--- config.mk ---
export PLATFORM = sky130hd
export DESIGN_NAME = div_rem_signed
export DESIGN_NICKNAME = d
export VERILOG_FILES = /design/src/rtl/div_rem_signed.sv
export SDC_FILE = /design/constraint.sdc
export NUM_CORES = 1
export LEC_CHECK = 0
export CORE_ASPECT_RATIO = 0.75
export CORE_MARGIN = 2
export CORE_UTILIZATION = 43
export CTS_BUF_LIST = sky130_fd_sc_hd__clkbuf_16
export CTS_CLUSTER_SIZE = 20
export DETAILED_ROUTE_END_ITERATION = 6
export MAX_ROUTING_LAYER = met4
export PLACE_DENSITY = 0.9
export SYNTH_ARGS = -nofsm -noshare
export SYNTH_HDL_FRONTEND = slang
export SYNTH_SLANG_ARGS = --single-unit
export TNS_END_PERCENT = 10
--- constraint.sdc ---
create_clock -name clk -period 1.9 [get_ports clk]
set_input_delay 0.285 -clock clk [delete_from_list [all_inputs] [get_ports clk]]
set_output_delay 0.285 -clock clk [all_outputs]
set_load 0.01 [all_outputs]
--- src/rtl/div_rem_signed.sv ---
// Signed front-end for the unsigned divide/remainder unit: RISC-V DIV/DIVU/REM/REMU.
// Optional macro DIVREM_SHORTCUT_EN finishes |rs1| < |rs2| locally without ordering the unit.
`ifndef LEN_WORD
`define LEN_WORD 32
`endif

module div_rem_signed #(
    parameter int W = 32
) (
    input  logic         clk,
    input  logic         rstn,
    input  logic         order,
    output logic         accepted,
    output logic         done,
    input  logic [W-1:0] rs1,
    input  logic [W-1:0] rs2,
    input  logic [1:0]   funct,
    output logic [W-1:0] rd,
    output logic         u_order,
    input  logic         u_accepted,
    input  logic         u_done,
    output logic [W-1:0] u_rs1,
    output logic [W-1:0] u_rs2,
    output logic         u_rem_flag,
    input  logic [W-1:0] u_rd
);

    if (W != `LEN_WORD) begin : g_bad_width
        $error("div_rem_signed: W must equal LEN_WORD");
    end

    typedef enum logic [1:0] {IDLE, ISSUE, WAIT, FIN} state_t;

    state_t       state, state_nxt;
    logic         rem_q, neg_q, neg_r;
    logic [W-1:0] res_q;

    logic         sgn, rem_in;
    logic [W-1:0] mag1, mag2;
    logic         div0, ovf, short_cut, quick;
    logic [W-1:0] quick_res;

    always_comb begin
        sgn    = ~funct[0];
        rem_in = funct[1];
        mag1   = (sgn & rs1[W-1]) ? -rs1 : rs1;
        mag2   = (sgn & rs2[W-1]) ? -rs2 : rs2;
        div0   = (rs2 == '0);
        ovf    = sgn && (rs1 == {1'b1, {(W-1){1'b0}}}) && (rs2 == '1);
`ifdef DIVREM_SHORTCUT_EN
        short_cut = (mag1 < mag2);
`else
        short_cut = 1'b0;
`endif
        quick = div0 | ovf | short_cut;
        // Priority: divide-by-zero, then overflow, then |rs1| < |rs2|.
        if (div0)
            quick_res = rem_in ? rs1 : '1;
        else if (ovf)
            quick_res = rem_in ? '0 : {1'b1, {(W-1){1'b0}}};
        else
            quick_res = rem_in ? rs1 : '0;
    end

    assign accepted   = order & (state == IDLE);
    assign done       = (state == FIN);
    assign rd         = done ? res_q : '0;
    assign u_order    = (state == ISSUE);
    assign u_rem_flag = u_order & rem_q;

    always_comb begin
        state_nxt = state;
        case (state)
            IDLE:  if (order) state_nxt = quick ? FIN : ISSUE;
            ISSUE: if (u_accepted) state_nxt = WAIT;
            WAIT:  if (u_done) state_nxt = FIN;
            FIN:   state_nxt = IDLE;
            default: state_nxt = IDLE;
        endcase
    end

    always_ff @(posedge clk or negedge rstn) begin
        if (!rstn) begin
            state <= IDLE;
            rem_q <= 1'b0;
            neg_q <= 1'b0;
            neg_r <= 1'b0;
            u_rs1 <= '0;
            u_rs2 <= '0;
            res_q <= '0;
        end else begin
            state <= state_nxt;
            if (accepted) begin
                rem_q <= rem_in;
                neg_q <= sgn & (rs1[W-1] ^ rs2[W-1]);
                neg_r <= sgn & rs1[W-1];
                u_rs1 <= mag1;
                u_rs2 <= mag2;
                if (quick) res_q <= quick_res;
            end
            // Remainder follows the dividend's sign; quotient follows the sign product.
            if (state == WAIT && u_done) begin
                if (rem_q ? neg_r : neg_q)
                    res_q <= -u_rd;
                else
                    res_q <= u_rd;
            end
        end
    end

endmodule
==> results of run 1 <==
[final cells by class]
type	instances	area [sq um]	share of cell area, %
sequential	101	2530	23.5
clock buffer	9	225	2.09
multi-input combinational	616	4080	38.0
timing repair buffer	387	3470	32.2
tap	205	256	2.38
inverter	24	90.1	0.837
clock inverter	7	106	0.989
antenna	1	2.50	0.0233
[worst max path at each step]
stage	to	depth (start not counted)	slack [ns]
detailed placement	res_q[30]	8	-1.09
global route	res_q[2]	10	-0.59
global placement	res_q[23]	8	-1.02
CTS	res_q[18]	10	-0.61
floorplan	res_q[16]	7	-0.43
finish	res_q[2]	10	-0.59
[registers in the layout, indices dropped and copies added (netlist names)]
| register | cells |
|---|---|
| neg_q | 1 |
| neg_r | 1 |
| rem_q | 1 |
| res_q | 32 |
| state | 2 |
| u_rs1 | 32 |
| u_rs2 | 32 |
[worst max-delay path: stages]
cell	delay, ns
sky130_fd_sc_hd__buf_6	0.09
sky130_fd_sc_hd__or4_4	0.53
sky130_fd_sc_hd__or4_4	0.47
sky130_fd_sc_hd__or4_4	0.53
sky130_fd_sc_hd__o211ai_4	0.14
sky130_fd_sc_hd__buf_12	0.16
sky130_fd_sc_hd__buf_12	0.10
sky130_fd_sc_hd__buf_12	0.12
sky130_fd_sc_hd__o21ai_2	0.06
sky130_fd_sc_hd__a31oi_1	0.25
[kinds of logic after synthesis]
kind of cell,share of synthesized area [%]
flip-flops,38.5
adder cells (fa/ha/maj),1.72
AND/OR/NAND/NOR,22.2
multiplexers,0.324
buffers and inverters,4.48
XOR/XNOR,11.9
AO/OA/AOI/OAI,20.9
[report_power, final]
group	leakage, uW	switching [uW]	internal, uW	total, uW
Combinational	0.00338	3340	3200	6540
Sequential	0.00121	684	3180	3860
Clock	0.000162	899	1180	2080
Total	0.00475	4920	7560	12500
[layer usage]
metal	GRT usage (%)	up-vias	share of wire, %
met5	-	-	0
met4	13.9	0	5.3
met3	6.54	120	9.4
met2	49.3	511	47
met1	38.5	3668	39
li1	-	3477	-
[per-stage QoR]
stage                     std cells  setup TNS [ns]
after CTS                      1343          -18.06
final                          1350          -15.59
after floorplan                 787          -14.09
after global routing           1350          -17.92
after global placement         1317          -49.43
after detailed placement       1317          -53.57
[placed cells by master, fill, tap and decap left out, drive strengths merged, types with 3 or more instances in the layout]
cell type	instances
buf	206
clkdlybuf4s50	140
o21ai	112
nand2	110
dfrtp	101
nor2	68
xor2	55
a31oi	39
and2	36
xnor2	34
a21oi	30
inv	26
clkbuf	24
nor3	21
nor4	18
dlygate4sd2	14
o31ai	11
dlymetal6s2s	10
a41oi	9
nand4	9
ha	9
or3	7
or4	7
nand4b	4
nand3	4
o41ai	4
nand2b	3
clkinv	3
o211ai	3
and4	3
[timing repair]
action	in CTS	in global routing
cloned	2	2
setup buffers	7	5
setup endpoints to repair	101	92
gates resized for setup	168	65
pin swaps	22	23
endpoints found under the hold margin	101	0
hold buffers	1	0
==> run metrics, run 1 <==
number of filler cells placed in the layout=1003; DP Area=10000 sq um; I/O Pins=203; static power due to leakage=0.00475 uW; CTS tree=yes; most used flip-flop cell after synthesis=sky130_fd_sc_hd__dfrtp_1; clock network latency to the later pin of the worst-skew pair=0.35 ns; setup repair after global routing missed its margin=yes; pin count of the biggest net entering global routing=76; maximum level of the CTS H-tree=3; violations in the final reports=setup timing; count of flip-flops with a built-in enable after synthesis=0; portion of the post-synthesis area used by sequential elements=38.5%; r2r setup slk=-0.40 ns; layout overhead on the synthesized area=64.0%; cell types occupying the most area after synthesis=sky130_fd_sc_hd__dfrtp_1 (39%), sky130_fd_sc_hd__xor2_1 (7.3%), sky130_fd_sc_hd__nand2_1 (6.3%); worst path arrival time=2.74 ns; PnR Total Power=12500 uW; required time at the worst-slack endpoint=2.15 ns; placement row count=39; fraction of the core area covered by cells at the end of the flow=71.3%; biggest area consumer among synthesized cells=sky130_fd_sc_hd__dfrtp_1; Clock transition at path regs=0.07 ns; root buffer selected by CTS=sky130_fd_sc_hd__clkbuf_16; die height=111 um; critical path fanouts, max=5; Unique masters post-synth=49; global route overflow=0; post-synthesis area per instance=8.34 sq um; count of warnings emitted by yosys=0; share of the synthesized area in the top cell type=38.5%; initial antenna violation count=1; Die Outline Area=16300 sq um; launch point of the worst path=rs2[28]; pins over their slew limit=0; total wire length=26.2 mm; worst hold margin=0.275 ns; Gate Count Post-Synth=787; power density normalized to cell area=1160 nW/um^2; Post-synth top cells=sky130_fd_sc_hd__nand2_1 (110), sky130_fd_sc_hd__dfrtp_1 (101), sky130_fd_sc_hd__o21ai_0 (74); total global routing track utilization=31.1%; wire length of the first global-routing pass=39.0 mm; half-perimeter wire length of the detailed placement result=17.9 mm; min cycle time layout=2.49 ns; worst ir drop on vdd=593 uV; startpoint kind of the worst setup timing path=input pin; mean routed wirelength per cell=19.4 um; Hold Path Class=input pin to asynchronous set/reset pin; start-to-end type of the worst setup path=input pin to flop; total count of hold-check failures in the final report=0; final critical-path setup slack=-0.590 ns; remaining antenna violation count=0; Reg2Reg Launch Point=state[0]; standard cell core area=15100 sq um; iteration-0 DRC count of the detailed router=665; cts bufs inserted=9; synthesized cell area=6560 sq um; setup violators final=50; max_slew headroom=56.9%; count of port buffers added during placement=202; Num Clock Sinks=101; critical path capture point type=flop; final worst path period share=131%; via count of the first global-routing pass=7614; synthesized flop and latch total=101; effective utilization at floorplan=43.5%; maximum frequency from static timing analysis=402 MHz; net count reported at finish=1251; slew at the pin with the worst max-slew slack=0.646 ns; DP Worst Slack=-1.09 ns; worst-case clock skew=0.00685 ns; length of the first detailed-routing pass in iterations=5; vias=7776; status=complete, but fails checks; count of unresolved DRC violations after routing=0; r2r endpoint=res_q[2]; Horiz. Die Dim=147 um; FFs w/ async S/R, synth=100%; layout cell share with drive strength beyond 1=27.5%; per-cell via count in the routed design=5.76; most numerous cell in the Yosys netlist=sky130_fd_sc_hd__nand2_1; number of cells on the worst reg-to-reg path=10; Final Cell Area=10800 sq um; global placement routability congestion=0.911; total nets after synthesis=899; buffer depth of the longest clock path=2; max capacitance violation total=0
Note: power is estimated with default switching activity, not from simulation.
==> run 2, diff against run 1 <==
--- a/config.mk
+++ b/config.mk
@@ -7,12 +7,12 @@
 export LEC_CHECK = 0
 export CORE_ASPECT_RATIO = 0.75
 export CORE_MARGIN = 2
-export CORE_UTILIZATION = 43
-export CTS_BUF_LIST = sky130_fd_sc_hd__clkbuf_16
+export CORE_UTILIZATION = 51
 export CTS_CLUSTER_SIZE = 20
 export DETAILED_ROUTE_END_ITERATION = 6
+export HOLD_SLACK_MARGIN = 0.12
 export MAX_ROUTING_LAYER = met4
-export PLACE_DENSITY = 0.9
+export PLACE_DENSITY = 0.95
 export SYNTH_ARGS = -nofsm -noshare
 export SYNTH_HDL_FRONTEND = slang
 export SYNTH_SLANG_ARGS = --single-unit
==> constraint.sdc (replaced) <==
create_clock -name clk -period 3.2 [get_ports clk]
set_input_delay 0.48 -clock clk [delete_from_list [all_inputs] [get_ports clk]]
set_output_delay 0.48 -clock clk [all_outputs]
set_load 0.01 [all_outputs]
==> run 2 against run 1 <==
Against the previous run:
- the flow now finishes without violations
- combinational power decreased by 46%
- global-route usage up 0.32 points
- clock skew decreased by 0.0028 ns
- final cell count down 14%
- sequential power down 41%
- sequential share of layout area is 4.0 points higher
- critical path depth down 2
- clock power is 51% lower
- die area fell by 15%
- highest routed layer unchanged
- critical path type unchanged
- setup slack gained 0.88 ns
==> run metrics, run 2 (synthesized netlist as in run 1, its figures left out) <==
largest registers=res_q x32, u_rs1 x32, u_rs2 x32; count of port buffers added during placement=202; mean routed wirelength per cell=18.0 um; cts repair resizes=0; half-perimeter wire length of the detailed placement result=15.8 mm; root buffer selected by CTS=sky130_fd_sc_hd__clkbuf_16; net count reported at finish=1104; count of unresolved DRC violations after routing=0; static power due to leakage=0.00368 uW; final worst path period share=90.9%; total wire length=21.0 mm; pin count of the biggest net entering global routing=85; launch point of the worst path=rs2[25]; via count of the first global-routing pass=6367; per-cell via count in the routed design=5.85; Inserted Diodes=0; commonest non-fill, non-tap cell in the layout=sky130_fd_sc_hd__clkdlybuf4s50_1; CTS tree=yes; global placement routability congestion=0.928; Num Clock Sinks=101; setup violators final=0; total count of hold-check failures in the final report=0; wire length of the first global-routing pass=32.8 mm; max_slew headroom=39.1%; status=finished, final reports clean; power density normalized to cell area=742 nW/um^2; length of the first detailed-routing pass in iterations=5; total global routing track utilization=31.4%; Die Outline Area=13800 sq um; layout overhead on the synthesized area=40.0%; Horiz. Die Dim=135 um; worst path arrival time=3.17 ns; Clock transition at path regs=0.07 ns; start-to-end type of the worst setup path=input pin to flop; Hold Path Class=input pin to asynchronous set/reset pin; initial antenna violation count=0; commonest non-fill, non-tap cells in the layout=sky130_fd_sc_hd__clkdlybuf4s50_1 (201), sky130_fd_sc_hd__nand2_1 (109), sky130_fd_sc_hd__dfrtp_1 (101); buffer depth of the longest clock path=2; worst hold margin=0.116 ns; layout cell share with drive strength beyond 1=8.43%; required time at the worst-slack endpoint=3.46 ns; setup repair after global routing missed its margin=no; cts bufs inserted=9; pins over their slew limit=0; Reg2Reg Launch Point=state[0]; final critical-path setup slack=0.292 ns; vias=6795; standard cell core area=12400 sq um; global route overflow=0; remaining antenna violation count=0; min cycle time layout=2.91 ns; CTS hold repair buffers=0; effective utilization at floorplan=52.7%; fraction of the core area covered by cells at the end of the flow=73.9%; worst-case clock skew=0.00409 ns; slew at the pin with the worst max-slew slack=0.912 ns; total setup buffers inserted after CTS=0; startpoint kind of the worst setup timing path=input pin; I/O Pins=203; die height=102 um; DP Worst Slack=-0.00731 ns; clock network latency to the later pin of the worst-skew pair=0.35 ns; critical path capture point type=flop; maximum frequency from static timing analysis=344 MHz; max capacitance violation total=0; worst ir drop on vdd=489 uV; placement row count=35; number of filler cells placed in the layout=914; iteration-0 DRC count of the detailed router=550; maximum level of the CTS H-tree=3; critical path fanouts, max=31
[run 2: cell count changes in the layout (fill, tap and decap cells not counted), sizes merged]
cell	change
dlygate4sd2	-14
clkdlybuf4s50	+61
clkbuf	-13
buf	-167
bufinv	-2
diode	-1
clkdlybuf4s15	-1
dlymetal6s2s	-10
clkinv	-1
inv	-2
dlygate4sd3	-1
clkinvlp	+2
[run 2: through the flow]
step / setup TNS [ns] / total power (uW) / cell area, sq um / instances
2_1_floorplan: 0 / 4010 / 6560 / 787
3_3_place_gp: 0 / 5630 / 8920 / 1147
3_5_place_dp: -0.00731 / 5770 / 8920 / 1147
4_1_cts: 0 / 6820 / 9190 / 1162
5_1_grt: 0 / 7250 / 9190 / 1162
6_report: 0 / 6810 / 9190 / 1162
[run 2: layout make-up]
type	instances	area [sq um]	share of cell area, %
Sequential cell	101	2530	27.5
Clock buffer	11	243	2.64
Multi-Input combinational cell	616	3750	40.8
Timing Repair Buffer	240	2340	25.5
Clock inverter	4	25.0	0.272
Inverter	24	90.1	0.981
Tap cell	166	208	2.26
[run 2: worst paths after layout]
kind | slack [ns] | depth (start not counted) | endpoint
worst max-delay path | 0.29 | 8 | res_q[5]
worst max register to register | 0.97 | 8 | res_q[5]
min in group clk | 0.48 | 2 | u_rs2[28]
worst min-delay path | 0.12 | 1 | u_rs1[14]
worst min register to register | 0.48 | 2 | u_rs2[28]
max in group asynchronous | 2.37 | 2 | res_q[25]
[run 2: per-layer routing]
metal,vias up,part of all wire [%],track usage (%)
li1,3164,-,-
met4,0,2.2,8.49
met5,-,0,-
met3,49,7.8,5.95
met1,3241,42,40.3
met2,341,48,51.7
[run 2: worst max-delay path: stages]
cell and delay, ns:
sky130_fd_sc_hd__clkdlybuf4s50_1 0.45, sky130_fd_sc_hd__or4_4 0.58, sky130_fd_sc_hd__or4_4 0.45, sky130_fd_sc_hd__or4_4 0.53, sky130_fd_sc_hd__o211ai_2 0.12, sky130_fd_sc_hd__buf_12 0.21
sky130_fd_sc_hd__o21ai_1 0.10, sky130_fd_sc_hd__a31oi_2 0.23
[run 2: power breakdown]
group | internal, uW | total, uW | switching (uW)
Clock | 542 | 1010 | 473
Sequential | 1890 | 2270 | 382
Combinational | 1770 | 3530 | 1760
